--- config.mk ---
export PLATFORM = sky130hd
export DESIGN_NAME = bus_receiver_flat
export DESIGN_NICKNAME = d
export VERILOG_FILES = /design/src/rtl/bus_receiver_pkg.sv /design/src/rtl/bus_receiver_if.sv /design/src/rtl/bus_receiver_word_fifo.sv /design/src/rtl/bus_receiver.sv /design/src/flat_wrapper.sv
export SDC_FILE = /design/constraint.sdc
export NUM_CORES = 1
export LEC_CHECK = 0
export BUFFER_PORTS_ARGS = -buffer_cell sky130_fd_sc_hd__clkbuf_2
export CORE_UTILIZATION = 30
export CTS_BUF_LIST = sky130_fd_sc_hd__clkbuf_4
export CTS_CLUSTER_DIAMETER = 30
export DETAILED_ROUTE_END_ITERATION = 8
export GPL_ROUTABILITY_DRIVEN = 0
export HOLD_SLACK_MARGIN = 0.1
export SYNTH_ARGS = -nofsm -noshare
export SYNTH_HDL_FRONTEND = slang
export SYNTH_SLANG_ARGS = --single-unit
--- constraint.sdc ---
create_clock -name clk -period 9.4 [get_ports clk]
set_clock_uncertainty 0.15 [all_clocks]
set_input_delay 0.94 -clock clk [delete_from_list [all_inputs] [get_ports clk]]
set_output_delay 0.94 -clock clk [all_outputs]
set_load 0.1 [all_outputs]
--- src/rtl/bus_receiver_pkg.sv ---
// Shared bus definitions: lane/word widths and the assembler state encoding.
// Used by bus_receiver, word_fifo and the bus_driver side of the link.
package bus_receiver_pkg;

  localparam int BYTE_W = 8;
  localparam int WORD_W = 16;

  typedef enum logic {
    IDLE      = 1'b0,
    HAVE_HIGH = 1'b1
  } asm_state_e;

endpackage

--- src/rtl/bus_receiver_if.sv ---
// Byte-lane bus plus word-output stream between a bus driver/consumer
// (master) and bus_receiver (slave).
//   bushigh/buslow/enh/enl : byte lanes and their valids (master -> slave)
//   dout_ready             : consumer accept (master -> slave)
//   dout/dout_valid        : head-of-FIFO word (slave -> master)
//   count                  : words held in the FIFO (slave -> master)
//   overflow/frame_err     : one-cycle error pulses (slave -> master)
interface bus_receiver_if #(
  parameter int DEPTH = 4
) ();

  logic [7:0]              bushigh;
  logic [7:0]              buslow;
  logic                    enh;
  logic                    enl;
  logic [15:0]             dout;
  logic                    dout_valid;
  logic                    dout_ready;
  logic [$clog2(DEPTH):0]  count;
  logic                    overflow;
  logic                    frame_err;

  modport master (
    output bushigh, buslow, enh, enl, dout_ready,
    input  dout, dout_valid, count, overflow, frame_err
  );

  modport slave (
    input  bushigh, buslow, enh, enl, dout_ready,
    output dout, dout_valid, count, overflow, frame_err
  );

endinterface

--- src/rtl/bus_receiver_word_fifo.sv ---
// word_fifo: DEPTH-entry first-in first-out word store with a registered
// head word.
//   clk, rst   : clock, asynchronous active-high reset
//   push/wdata : word offered this cycle
//   ready      : consumer accepts the head word when dout_valid is high
//   accepted   : the offered word is stored at this edge (combinational)
//   dout/dout_valid/count : registered head word, non-empty flag, occupancy
module word_fifo #(
  parameter int DEPTH  = 4,
  parameter int WORD_W = 16
) (
  input  logic                    clk,
  input  logic                    rst,
  input  logic                    push,
  input  logic [WORD_W-1:0]       wdata,
  input  logic                    ready,
  output logic                    accepted,
  output logic [WORD_W-1:0]       dout,
  output logic                    dout_valid,
  output logic [$clog2(DEPTH):0]  count
);

  localparam int PTR_W = $clog2(DEPTH);
  localparam int CNT_W = PTR_W + 1;
  localparam logic [CNT_W-1:0] FULL = CNT_W'(DEPTH);

  logic [WORD_W-1:0] mem_r [DEPTH];
  logic [PTR_W-1:0]  wr_ptr_r;
  logic [PTR_W-1:0]  rd_ptr_r;
  logic [CNT_W-1:0]  count_r;
  logic [WORD_W-1:0] head_r;
  logic              valid_r;

  logic              pop_s;
  logic              accept_s;
  logic [PTR_W-1:0]  rd_ptr_nxt_s;
  logic [CNT_W-1:0]  left_s;
  logic [CNT_W-1:0]  count_nxt_s;
  logic [WORD_W-1:0] head_nxt_s;

  // Pop/push decisions and the word that becomes the head after this edge.
  always_comb begin
    pop_s        = valid_r & ready;
    // A full FIFO still accepts when the same edge frees a slot.
    accept_s     = push & ((count_r < FULL) | pop_s);
    rd_ptr_nxt_s = pop_s ? rd_ptr_r + PTR_W'(1) : rd_ptr_r;
    left_s       = pop_s ? count_r - CNT_W'(1) : count_r;
    count_nxt_s  = accept_s ? left_s + CNT_W'(1) : left_s;
    // Surviving words come from storage; an empty FIFO shows the
    // incoming word directly so it appears with one cycle of latency.
    if (left_s != '0) begin
      head_nxt_s = mem_r[rd_ptr_nxt_s];
    end else if (accept_s) begin
      head_nxt_s = wdata;
    end else begin
      head_nxt_s = '0;
    end
  end

  // Storage array, written at the tail on every accepted push.
  always_ff @(posedge clk or posedge rst) begin
    if (rst) begin
      for (int i = 0; i < DEPTH; i++) begin
        mem_r[i] <= '0;
      end
    end else if (accept_s) begin
      mem_r[wr_ptr_r] <= wdata;
    end
  end

  // Pointers (wrap modulo DEPTH), occupancy and registered head.
  always_ff @(posedge clk or posedge rst) begin
    if (rst) begin
      wr_ptr_r <= '0;
      rd_ptr_r <= '0;
      count_r  <= '0;
      head_r   <= '0;
      valid_r  <= 1'b0;
    end else begin
      wr_ptr_r <= accept_s ? wr_ptr_r + PTR_W'(1) : wr_ptr_r;
      rd_ptr_r <= rd_ptr_nxt_s;
      count_r  <= count_nxt_s;
      head_r   <= head_nxt_s;
      valid_r  <= (count_nxt_s != '0);
    end
  end

  assign accepted   = accept_s;
  assign dout       = head_r;
  assign dout_valid = valid_r;
  assign count      = count_r;

endmodule

--- src/rtl/bus_receiver.sv ---
// bus_receiver: assembles 16-bit words from separately-validated high and
// low byte lanes, queues them in word_fifo and flags lane-sequence errors
// and dropped words.
//   clk, rst : clock, asynchronous active-high reset
//   bus      : bus_receiver_if slave modport (lanes in, words/status out)
module bus_receiver
  import bus_receiver_pkg::*;
#(
  parameter int DEPTH = 4
) (
  input  logic            clk,
  input  logic            rst,
  bus_receiver_if.slave   bus
);

  asm_state_e         state_r;
  asm_state_e         state_nxt_s;
  logic [BYTE_W-1:0]  held_r;
  logic [BYTE_W-1:0]  held_nxt_s;
  logic               complete_s;
  logic [WORD_W-1:0]  word_s;
  logic               frame_err_s;
  logic               frame_err_r;
  logic               overflow_r;
  logic               accepted_s;

  // Assembler next state, held byte, completed word and sequence errors.
  always_comb begin
    state_nxt_s = state_r;
    held_nxt_s  = held_r;
    complete_s  = 1'b0;
    word_s      = '0;
    frame_err_s = 1'b0;
    case (state_r)
      IDLE: begin
        if (bus.enh && !bus.enl) begin
          held_nxt_s  = bus.bushigh;
          state_nxt_s = HAVE_HIGH;
        end else if (bus.enh && bus.enl) begin
          complete_s = 1'b1;
          word_s     = {bus.bushigh, bus.buslow};
        end else if (bus.enl) begin
          frame_err_s = 1'b1;   // low byte with no high byte: discarded
        end else begin
          state_nxt_s = IDLE;
        end
      end
      HAVE_HIGH: begin
        if (bus.enl && !bus.enh) begin
          complete_s  = 1'b1;
          word_s      = {held_r, bus.buslow};
          state_nxt_s = IDLE;
        end else if (bus.enh && !bus.enl) begin
          frame_err_s = 1'b1;   // second high byte replaces the held one
          held_nxt_s  = bus.bushigh;
        end else if (bus.enh && bus.enl) begin
          frame_err_s = 1'b1;   // held byte dropped, fresh pair completes
          complete_s  = 1'b1;
          word_s      = {bus.bushigh, bus.buslow};
          state_nxt_s = IDLE;
        end else begin
          state_nxt_s = HAVE_HIGH;
        end
      end
      default: begin
        state_nxt_s = IDLE;
      end
    endcase
  end

  // Assembler state, held byte and registered error pulses.
  always_ff @(posedge clk or posedge rst) begin
    if (rst) begin
      state_r     <= IDLE;
      held_r      <= '0;
      frame_err_r <= 1'b0;
      overflow_r  <= 1'b0;
    end else begin
      state_r     <= state_nxt_s;
      held_r      <= held_nxt_s;
      frame_err_r <= frame_err_s;
      overflow_r  <= complete_s & ~accepted_s;
    end
  end

  word_fifo #(
    .DEPTH  (DEPTH),
    .WORD_W (WORD_W)
  ) u_fifo (
    .clk        (clk),
    .rst        (rst),
    .push       (complete_s),
    .wdata      (word_s),
    .ready      (bus.dout_ready),
    .accepted   (accepted_s),
    .dout       (bus.dout),
    .dout_valid (bus.dout_valid),
    .count      (bus.count)
  );

  assign bus.frame_err = frame_err_r;
  assign bus.overflow  = overflow_r;

endmodule

--- src/flat_wrapper.sv ---
// flat-port wrapper written by rule: the top's interface ports become plain ports
module bus_receiver_flat import bus_receiver_pkg::*;
#(
  parameter int DEPTH = 4
)
  (clk, rst, bus_bushigh, bus_buslow, bus_enh, bus_enl, bus_dout_ready, bus_dout, bus_dout_valid, bus_count, bus_overflow, bus_frame_err);
  bus_receiver_if #(.DEPTH(DEPTH)) bus_i ();
  input  logic clk;
  input  logic rst;
  input wire logic [$bits(bus_i.bushigh)-1:0] bus_bushigh;
  input wire logic [$bits(bus_i.buslow)-1:0] bus_buslow;
  input wire logic [$bits(bus_i.enh)-1:0] bus_enh;
  input wire logic [$bits(bus_i.enl)-1:0] bus_enl;
  input wire logic [$bits(bus_i.dout_ready)-1:0] bus_dout_ready;
  output wire logic [$bits(bus_i.dout)-1:0] bus_dout;
  output wire logic [$bits(bus_i.dout_valid)-1:0] bus_dout_valid;
  output wire logic [$bits(bus_i.count)-1:0] bus_count;
  output wire logic [$bits(bus_i.overflow)-1:0] bus_overflow;
  output wire logic [$bits(bus_i.frame_err)-1:0] bus_frame_err;
  assign bus_i.bushigh = bus_bushigh;
  assign bus_i.buslow = bus_buslow;
  assign bus_i.enh = bus_enh;
  assign bus_i.enl = bus_enl;
  assign bus_i.dout_ready = bus_dout_ready;
  assign bus_dout = bus_i.dout;
  assign bus_dout_valid = bus_i.dout_valid;
  assign bus_count = bus_i.count;
  assign bus_overflow = bus_i.overflow;
  assign bus_frame_err = bus_i.frame_err;
  bus_receiver #(.DEPTH(DEPTH)) u_core (.clk(clk), .rst(rst), .bus(bus_i));
endmodule
# --- Word level (Yosys, flattened, before mapping) ---
# Cells that the tools add are included.
word_totals:
  reg_bits: 99
  input_bits: 21
  out_inout_bits: 22
  elab_cells: 71
classes:
  add_sub_neg: 4
  magnitude_cmp: 4
  eq_ne: 1
  mux: 33
  n_bitwise: 8
  reduce_logical: 8
ops:
  columns: ["operator", "count"]
  rows:
  - ["$mux 16", 8]
  - ["$bwmux 64", 1]
  - ["$bmux 16 s2", 1]
  - ["$demux 16 s2", 1]
  - ["$pmux 16 s2", 1]
  - ["$mux 8", 2]
  - ["$pmux 8 s2", 1]
  - ["$mux 1", 12]
  - ["$ge 3x3->1 const B", 2]
  - ["$mux 3", 2]
  - ["$not 2->3", 2]
  - ["$pmux 1 s2", 3]
  - ["$reduce_bool 3->1", 2]
  - ["$add 2x1->2 const B", 2]
  - ["$logic_and 1x1->1", 4]
  - ["$add 3x1->3 const B", 1]
  - ["$and 1x1->1", 3]
  - ["$lt 3x1->1 const B", 1]
  - ["$lt 3x3->1 const B", 1]
  - ["$sub 3x1->3 const B", 1]
  - ["$logic_not 1->1", 2]
  - ["$mux 2", 1]
  - ["$ne 2x2->1 const B", 1]
  - ["$not 1->1", 2]
  - ["$or 1x1->1", 1]

# --- Depth between registers and ports, before layout ---
# Gate-level depths: netlist of the first run.
depth:
  depth_word: 8
  depth_mapped: 11
  depth_no_buf: 7

# --- Modules after synthesis ---
# A second synthesis of the first run with hierarchy kept.
unflattened:
  cells_unflattened: 432
  area_unflattened_um2: 4939.7
by_module_without_submodules:
  columns: ["module", "instances", "cells_each", "area_each_um2", "seq_area_each_um2"]
  rows:
  - ["word_fifo", 1, 372, 4344.2, 2202.1]
  - ["bus_receiver", 1, 60, 595.6, 275.3]

# --- Worst setup path after synthesis of the first run ---
# No wires, ideal clock.
synth_path:
  path_type: "input-to-reg"
  from: "in bus_dout_ready"
  to: "reg u_core.u_fifo.head_r[12] (netlist: u_core.u_fifo.dout[12])"
  setup_time_ns: 0.095
  arrival_time_ns: 2.724
  required_ns: 9.155
  path_slack_ns: 6.431
  path_stages: 11
  n_path_buf: 5
  cell_sequence: "buf_6 > and2_1 > buf_2 > xnor2_1 > inv_1 > ha_1 > clkbuf_1 > and2_1 > buf_2 > buf_2 > o31ai_1"
synth_between:
  elab_chain_len: 7
  elab_cells_between_ends: 12
  classes_between: "mux: 7; bitwise: 4; reduce/logical: 1"
synth_rtl:
  columns: ["element", "line_no", "source"]
  rows:
  - ["start, declared", "flat_wrapper.sv:14", "input wire logic [$bits(bus_i.dout_ready)-1:0] bus_dout_ready;"]
  - ["$and 1x1->1 (*)", "bus_receiver_word_fifo.sv:43", "pop_s = valid_r & ready;"]
  - ["$mux 2", "bus_receiver_word_fifo.sv:46", "rd_ptr_nxt_s = pop_s ? rd_ptr_r + PTR_W'(1) : rd_ptr_r;"]
  - ["$not 2->3 (not written as such)", "bus_receiver_word_fifo.sv:52", "head_nxt_s = mem_r[rd_ptr_nxt_s];"]
  - ["$bmux 16 s2", "bus_receiver_word_fifo.sv:52", null]
  - ["$mux 16 (not written as such) (2 in series)", "bus_receiver_word_fifo.sv:52", null]
  - ["$mux 16 (*)", "bus_receiver_word_fifo.sv:51", "if (left_s != '0) begin"]
  - ["net u_core.u_fifo.head_nxt_s[12]", "bus_receiver_word_fifo.sv:39", "logic [WORD_W-1:0] head_nxt_s;"]
  - ["end signal, assigned", "bus_receiver_word_fifo.sv:83", "head_r <= head_nxt_s;"]
  - ["end, declared", "bus_receiver_word_fifo.sv:31", "logic [WORD_W-1:0] head_r;"]
# The timed path passes the listed nets; every way through them passes the cells marked *. The select of a mux whose other input is x is not followed.
# A chain may end at the register's enable or synchronous reset.

# --- Worst setup path after layout of the first run ---
# Same ends and word-level chain as after synthesis.

==> results of run 1 <==
-- worst reg2reg max path: stages, from the launching register on --
cell and delay [ns]:
sky130_fd_sc_hd__dfrtp_1 0.63, sky130_fd_sc_hd__and2_1 0.58, sky130_fd_sc_hd__xnor2_1 0.27, sky130_fd_sc_hd__inv_1 0.10
sky130_fd_sc_hd__ha_1 0.57, sky130_fd_sc_hd__and2_1 0.65, sky130_fd_sc_hd__o31ai_1 0.20
-- per-layer routing --
layer / track usage [%] / vias up / part of all wire (%)
li1: - / 1499 / -
met1: 16.0 / 1662 / 43
met2: 23.0 / 52 / 52
met3: 3.06 / 15 / 2.9
met4: 6.02 / 0 / 2.5
met5: 0 / - / 0
-- placed cells by master (no fill, tap or decap), types with 4 or more instances in the layout --
master	n
sky130_fd_sc_hd__a21boi_0	10
sky130_fd_sc_hd__a21oi_1	8
sky130_fd_sc_hd__a221o_1	4
sky130_fd_sc_hd__clkbuf_2	42
sky130_fd_sc_hd__clkbuf_4	9
sky130_fd_sc_hd__dfrtp_1	99
sky130_fd_sc_hd__ha_1	7
sky130_fd_sc_hd__inv_1	7
sky130_fd_sc_hd__mux2_1	10
sky130_fd_sc_hd__mux2_2	60
sky130_fd_sc_hd__mux2_4	10
sky130_fd_sc_hd__mux2i_1	9
sky130_fd_sc_hd__nand2_1	16
sky130_fd_sc_hd__nand3_1	9
sky130_fd_sc_hd__nand3b_1	9
sky130_fd_sc_hd__nand4_1	10
sky130_fd_sc_hd__nor2_1	17
sky130_fd_sc_hd__o21bai_1	6
sky130_fd_sc_hd__o22ai_1	13
sky130_fd_sc_hd__o31ai_1	16
sky130_fd_sc_hd__or3_1	8
sky130_fd_sc_hd__xor2_1	4
-- report_power, final --
group          internal, mW  switching [mW]  total [mW]
Clock                 0.107           0.141       0.248
Combinational         0.347           0.635       0.981
Sequential            0.610           0.143       0.753
Total                  1.06           0.919        1.98
-- flip-flops by register name, indices dropped and copies added (netlist names) --
| signal | cells |
|---|---|
| u_core.u_fifo.count | 3 |
| u_core.bus.overflow | 1 |
| u_core.u_fifo.rd_ptr_r | 2 |
| u_core.u_fifo.wr_ptr_r | 2 |
| u_core.state_r | 1 |
| u_core.bus.frame_err | 1 |
| u_core.u_fifo.dout | 16 |
| u_core.u_fifo.dout_valid | 1 |
| u_core.held_r | 8 |
| u_core.u_fifo.mem_r | 64 |
-- area by class of cell --
type / count / share of cell area (%)
Clock buffer: 9 / 1.26
Multi-Input combinational cell: 261 / 40.8
Inverter: 9 / 0.678
Antenna cell: 1 / 0.0468
Timing Repair Buffer: 44 / 4.21
Tap cell: 216 / 5.05
Sequential cell: 99 / 46.3
Clock inverter: 6 / 1.66
-- kinds of logic after synthesis --
| group | after synthesis | share of synthesized area [%] |
|---|---|---|
| flops | 99 | 50.8 |
| mux | 89 | 21.1 |
| simple gates | 85 | 9.76 |
| compound gates | 73 | 10.9 |
| buf+inv | 38 | 4.34 |
| xor+xnor | 7 | 1.26 |
| fa+ha+maj | 7 | 1.80 |
-- through the flow --
step | instances | cell area (um2)
global placement | 629 | 5190
floorplan | 398 | 4870
detailed placement | 629 | 5190
global route | 645 | 5350
finish | 645 | 5350
CTS | 644 | 5350
-- path summary, 6_finish.rpt --
check                           slack (ns)                      end                     start
min in group clk                      0.36  u_core.u_fifo.mem_r[47]   u_core.u_fifo.mem_r[47]
worst min-delay path                  0.25  u_core.u_fifo.mem_r[35]                       rst
max in group asynchronous             7.61  u_core.u_fifo.mem_r[43]                       rst
worst max-delay path                  6.07   u_core.u_fifo.dout[12]            bus_dout_ready
worst min register to register        0.36  u_core.u_fifo.mem_r[47]   u_core.u_fifo.mem_r[47]
worst max register to register        6.11   u_core.u_fifo.dout[12]  u_core.u_fifo.dout_valid
==> impl_metrics.env, run 1 <==
export IMPL_run_status="finished clean"
export IMPL_grt_util_all_layers_pct=13.4
export IMPL_numCtsBuffers=9
export IMPL_power_static_leakage_nw=2.42
export IMPL_layout_min_cycle_time_ns=3.33
export IMPL_avgViaCountPerCell=5.00
export IMPL_avgSynthCellArea_um2=12.2
export IMPL_drcViolationCount=0
export IMPL_timing_final_hold_violations=0
export IMPL_seq_total_area_yosys_pct=50.8
export IMPL_startpoint_type="primary input"
export IMPL_globalRouteOverflowTotal=0
export IMPL_final_antenna_net_count=0
export IMPL_num_nets_final=452
export IMPL_cp_required_ns=9.57
export IMPL_cts_tree="built"
export IMPL_whs_ns=0.254
export IMPL_share_of_synthesized_registers_carrying_an_async_set_or_reset_pct=100
export IMPL_crit_family="simple AND/OR/NAND/NOR gates"
export IMPL_number_of_flops_mapped_to_enable_cells_by_yosys=0
export IMPL_slew_viol_final=0
export IMPL_cts_htree_levels=3
export IMPL_cp_common_cell="sky130_fd_sc_hd__and2_1"
export IMPL_area_growth_pct=9.83
export IMPL_netlist_instances=398
export IMPL_critical_path_n_buffers_inverters=2
export IMPL_vdd_ir_drop_worst_uv=149
export IMPL_fin_tns_setup_ns=0
export IMPL_drt_iter0_drc=214
export IMPL_critical_path_endpoint_type="flip-flop"
export IMPL_detail_route_wl_per_cell_um=16.3
export IMPL_path_depth=7
export IMPL_critical_path_slowest_cell="sky130_fd_sc_hd__and2_1"
export IMPL_ff_latch_area_um2=2480
export IMPL_detail_route_first_pass_iterations=4
export IMPL_cts_hold_buf=0
export IMPL_clock_latency_on_the_worst_skew_pair_ns=0.47
export IMPL_worst_r2r_path_depth=6
export IMPL_fp_row_count=46
export IMPL_critical_path_class="in -> reg"
export IMPL_tightestPinTransition_ns=1.08
export IMPL_fp_dieH_um=129
export IMPL_layout_filler_cells=1611
export IMPL_first_global_vias=3328
export IMPL_grt_antenna_before_repair=1
export IMPL_port_buffers=42
export IMPL_dpl_worst_slack_ns=5.58
export IMPL_ys_warn_count=0
export IMPL_post_synth_main_area_contributors="sky130_fd_sc_hd__dfrtp_1, sky130_fd_sc_hd__mux2_2, sky130_fd_sc_hd__mux2_4"
export IMPL_synth_most_common_cell="sky130_fd_sc_hd__dfrtp_1"
export IMPL_postRouteWirelength_mm=10.5
export IMPL_vias=3228
export IMPL_maxCapViolCount=0
export IMPL_path_clk_slew_ns=0.15
export IMPL_pnr_total_power_mw=1.98
export IMPL_core_region_area_um2=15900
export IMPL_fp_dieArea_um2=16800
export IMPL_rsz0062_at_grt="false"
export IMPL_fin_util_pct=33.7
export IMPL_fp_dieW_um=129
export IMPL_numClockSinks=99
export IMPL_cts_repair_resize_count=0
export IMPL_synth_flop_cell="sky130_fd_sc_hd__dfrtp_1"
export IMPL_cts_root_to_sink_buffers=2
export IMPL_num_io_pins=43
export IMPL_critical_path_peak_fanout=18
export IMPL_crit_path_cell_trace="clkbuf_2 > and2_1 > xnor2_1 > inv_1 > ha_1 > and2_1 > o31ai_1"
export IMPL_synth_seq_cells=99
export IMPL_netlist_area_leader_share_pct=50.8
export IMPL_cts_repair_timing_setup_buffer_count=0
export IMPL_netlist_cell_type_count=47
export IMPL_grt_first_pass_wirelength_mm=17.0
export IMPL_layout_setup_ws_ns=6.07
export IMPL_layout_drive_gt1_share_pct=32.7
export IMPL_multi_input_combinational_cell_area_um2=2180
export IMPL_synth_top_cell_by_area="sky130_fd_sc_hd__dfrtp_1"
export IMPL_grt_max_degree=75
export IMPL_postSynthNetCount=426
export IMPL_maxClockFrequency_mhz=300
export IMPL_max_stage_delay_ns=0.64
export IMPL_hold_path_class="in -> async"
export IMPL_dpl_hpwl_mm=7.16
export IMPL_synthTopCellsByCount="sky130_fd_sc_hd__dfrtp_1, sky130_fd_sc_hd__mux2_2, sky130_fd_sc_hd__nor2_1, sky130_fd_sc_hd__nand2_1, sky130_fd_sc_hd__o31ai_1"
export IMPL_final_setup_viol_count=0
export IMPL_root_buffer="sky130_fd_sc_hd__clkbuf_4"
export IMPL_start_util_pct=30.7
export IMPL_crit_arrival_ns=3.50
export IMPL_synth_area_um2=4870
export IMPL_powerDensity_nw_per_um2=370
export IMPL_final_min_period_over_clock_period_pct=35.5
export IMPL_timing_max_slew_rel_slack_pct=28.2
(Power assumes the default switching activity.)
==> inputs of run 2 (changes only) <==
==> constraint.sdc (replaced) <==
create_clock -name clk -period 3.3 [get_ports clk]
set_clock_uncertainty 0.15 [all_clocks]
set_input_delay 0.33 -clock clk [delete_from_list [all_inputs] [get_ports clk]]
set_output_delay 0.33 -clock clk [all_outputs]
set_load 0.1 [all_outputs]
==> run 2 against run 1 <==
Power increased to 2.9 times the previous value. Largest cell class unchanged. Critical endpoint is now u_core.u_fifo.dout[15]. Cell area increased by 3.6%. Clock-buffer cell count up 2. First-iteration DRC count did not move.
==> impl_metrics.env, run 2 (synthesis gave the netlist of run 1 again) <==
export IMPL_num_io_pins=43
export IMPL_tightestPinTransition_ns=0.879
export IMPL_cts_repair_resize_count=0
export IMPL_registers_top_by_ff_count="u_core.u_fifo.mem_r"
export IMPL_fp_dieH_um=129
export IMPL_postLayoutCellArea_um2=5540
export IMPL_detail_route_wl_per_cell_um=17.0
export IMPL_root_buffer="sky130_fd_sc_hd__clkbuf_4"
export IMPL_first_global_vias=3368
export IMPL_grt_antenna_before_repair=1
export IMPL_dpl_hpwl_mm=7.25
export IMPL_grt_max_degree=63
export IMPL_start_util_pct=30.7
export IMPL_fin_util_pct=34.9
export IMPL_globalRouteOverflowTotal=0
export IMPL_cts_tree="built"
export IMPL_fin_tns_setup_ns=0
export IMPL_vias=3362
export IMPL_maxCapViolCount=0
export IMPL_final_min_period_over_clock_period_pct=87.2
export IMPL_cts_root_to_sink_buffers=2
export IMPL_critical_path_endpoint_type="flip-flop"
export IMPL_final_antenna_net_count=0
export IMPL_port_buffers=42
export IMPL_dpl_instance_area_um2=5220
export IMPL_cts_htree_levels=3
export IMPL_drcViolationCount=0
export IMPL_hold_path_class="in -> reg"
export IMPL_numCtsBuffers=9
export IMPL_cp_required_ns=3.47
export IMPL_power_static_leakage_nw=2.51
export IMPL_core_region_area_um2=15900
export IMPL_layout_filler_cells=1604
export IMPL_fp_row_count=46
export IMPL_numClockSinks=99
export IMPL_path_clk_slew_ns=0.14
export IMPL_route_met2_wl_mm=5.90
export IMPL_critical_path_class="reg -> reg"
export IMPL_fp_dieW_um=129
export IMPL_rsz0062_at_grt="false"
export IMPL_postRouteWirelength_mm=11.3
export IMPL_layout_min_cycle_time_ns=2.88
export IMPL_critical_path_peak_fanout=18
export IMPL_commonest_cells_after_routing_fill_and_taps_aside="sky130_fd_sc_hd__dfrtp_1, sky130_fd_sc_hd__mux2_2, sky130_fd_sc_hd__clkbuf_2"
export IMPL_final_setup_viol_count=0
export IMPL_avgViaCountPerCell=5.03
export IMPL_detail_route_first_pass_iterations=4
export IMPL_dpl_worst_slack_ns=0.458
export IMPL_grt_util_all_layers_pct=14.5
export IMPL_slew_viol_final=0
export IMPL_clock_latency_on_the_worst_skew_pair_ns=0.45
export IMPL_vdd_ir_drop_worst_uv=351
export IMPL_fp_dieArea_um2=16800
export IMPL_detail_route_wirelength_met1_mm=4.90
export IMPL_layout_setup_ws_ns=0.423
export IMPL_timing_max_slew_rel_slack_pct=40.8
export IMPL_detailed_route_wirelength_on_metal3_um=429
export IMPL_run_status="finished clean"
export IMPL_startpoint_type="flip-flop"
export IMPL_grt_first_pass_wirelength_mm=18.4
export IMPL_most_common_cell_after_layout_fill_and_taps_aside="sky130_fd_sc_hd__dfrtp_1"
export IMPL_routed_top_layer="met4"
export IMPL_powerDensity_nw_per_um2=1020
export IMPL_crit_arrival_ns=3.04
export IMPL_numPlacedInstances=633
export IMPL_area_growth_pct=13.7
export IMPL_drt_iter0_drc=214
export IMPL_num_nets_final=474
export IMPL_timing_final_hold_violations=0
export IMPL_largest_register_ff_count=64
export IMPL_maxClockFrequency_mhz=348
export IMPL_pnr_total_power_mw=5.66
export IMPL_final_cells=668
export IMPL_layout_drive_gt1_share_pct=31.9
export IMPL_whs_ns=0.152
## run 2: changes by cell type in the layout (fill, tap and decap cells not counted)
cell	before	now
sky130_fd_sc_hd__buf_4	2	6
sky130_fd_sc_hd__bufinv_16	2	1
sky130_fd_sc_hd__clkbuf_4	9	11
sky130_fd_sc_hd__clkinv_1	0	1
sky130_fd_sc_hd__dlygate4sd3_1	0	18
sky130_fd_sc_hd__inv_6	1	0
## run 2: routing by layer
metal / up-vias / GRT usage (%)
met5: - / 0
met4: 0 / 4.79
met3: 7 / 2.68
met2: 73 / 25.0
met1: 1738 / 18.1
li1: 1544 / -
## run 2: cell type report
| type | count | area [um2] | share of cell area [%] |
|---|---|---|---|
| tap | 216 | 270 | 4.88 |
| timing repair buffer | 66 | 435 | 7.86 |
| clock buffer | 11 | 82.6 | 1.49 |
| antenna | 1 | 2.50 | 0.0451 |
| multi-input combinational | 261 | 2180 | 39.4 |
| inverter | 9 | 36.3 | 0.655 |
| clock inverter | 5 | 53.8 | 0.971 |
| sequential | 99 | 2480 | 44.7 |
## run 2: critical path, cell delays in order, from the launching register on
cell,delay [ns]
sky130_fd_sc_hd__dfrtp_1,0.59
sky130_fd_sc_hd__and2_1,0.61
sky130_fd_sc_hd__xnor2_1,0.29
sky130_fd_sc_hd__inv_1,0.11
sky130_fd_sc_hd__ha_1,0.16
sky130_fd_sc_hd__and2_1,0.63
sky130_fd_sc_hd__o31ai_1,0.21
## run 2: path summary, 6_finish.rpt
check / from / end / slack (ns) / depth (start not counted)
worst min register to register: u_core.u_fifo.mem_r[41] / u_core.u_fifo.mem_r[41] / 0.35 / 1
min in group asynchronous: rst / u_core.u_fifo.mem_r[0] / 0.41 / 3
worst min-delay path: bus_enh / u_core.bus.frame_err / 0.15 / 3
worst max register to register: u_core.u_fifo.dout_valid / u_core.u_fifo.dout[15] / 0.42 / 6
max in group asynchronous: rst / u_core.bus.frame_err / 1.79 / 4
worst max-delay path: u_core.u_fifo.dout_valid / u_core.u_fifo.dout[15] / 0.42 / 6
## run 2: repair_timing
| item | in CTS | in global routing |
|---|---|---|
| hold buffers | 18 | 0 |
| buffers inserted | 0 | 0 |
| endpoints found under the setup margin | 0 | 0 |
| hold endpoints to repair | 110 | 0 |
## run 2: where the power goes
part	internal [mW]	switching (mW)
sequential	1.74	0.370
clock	0.245	0.399
combinational	1.02	1.90
total	3.00	2.66
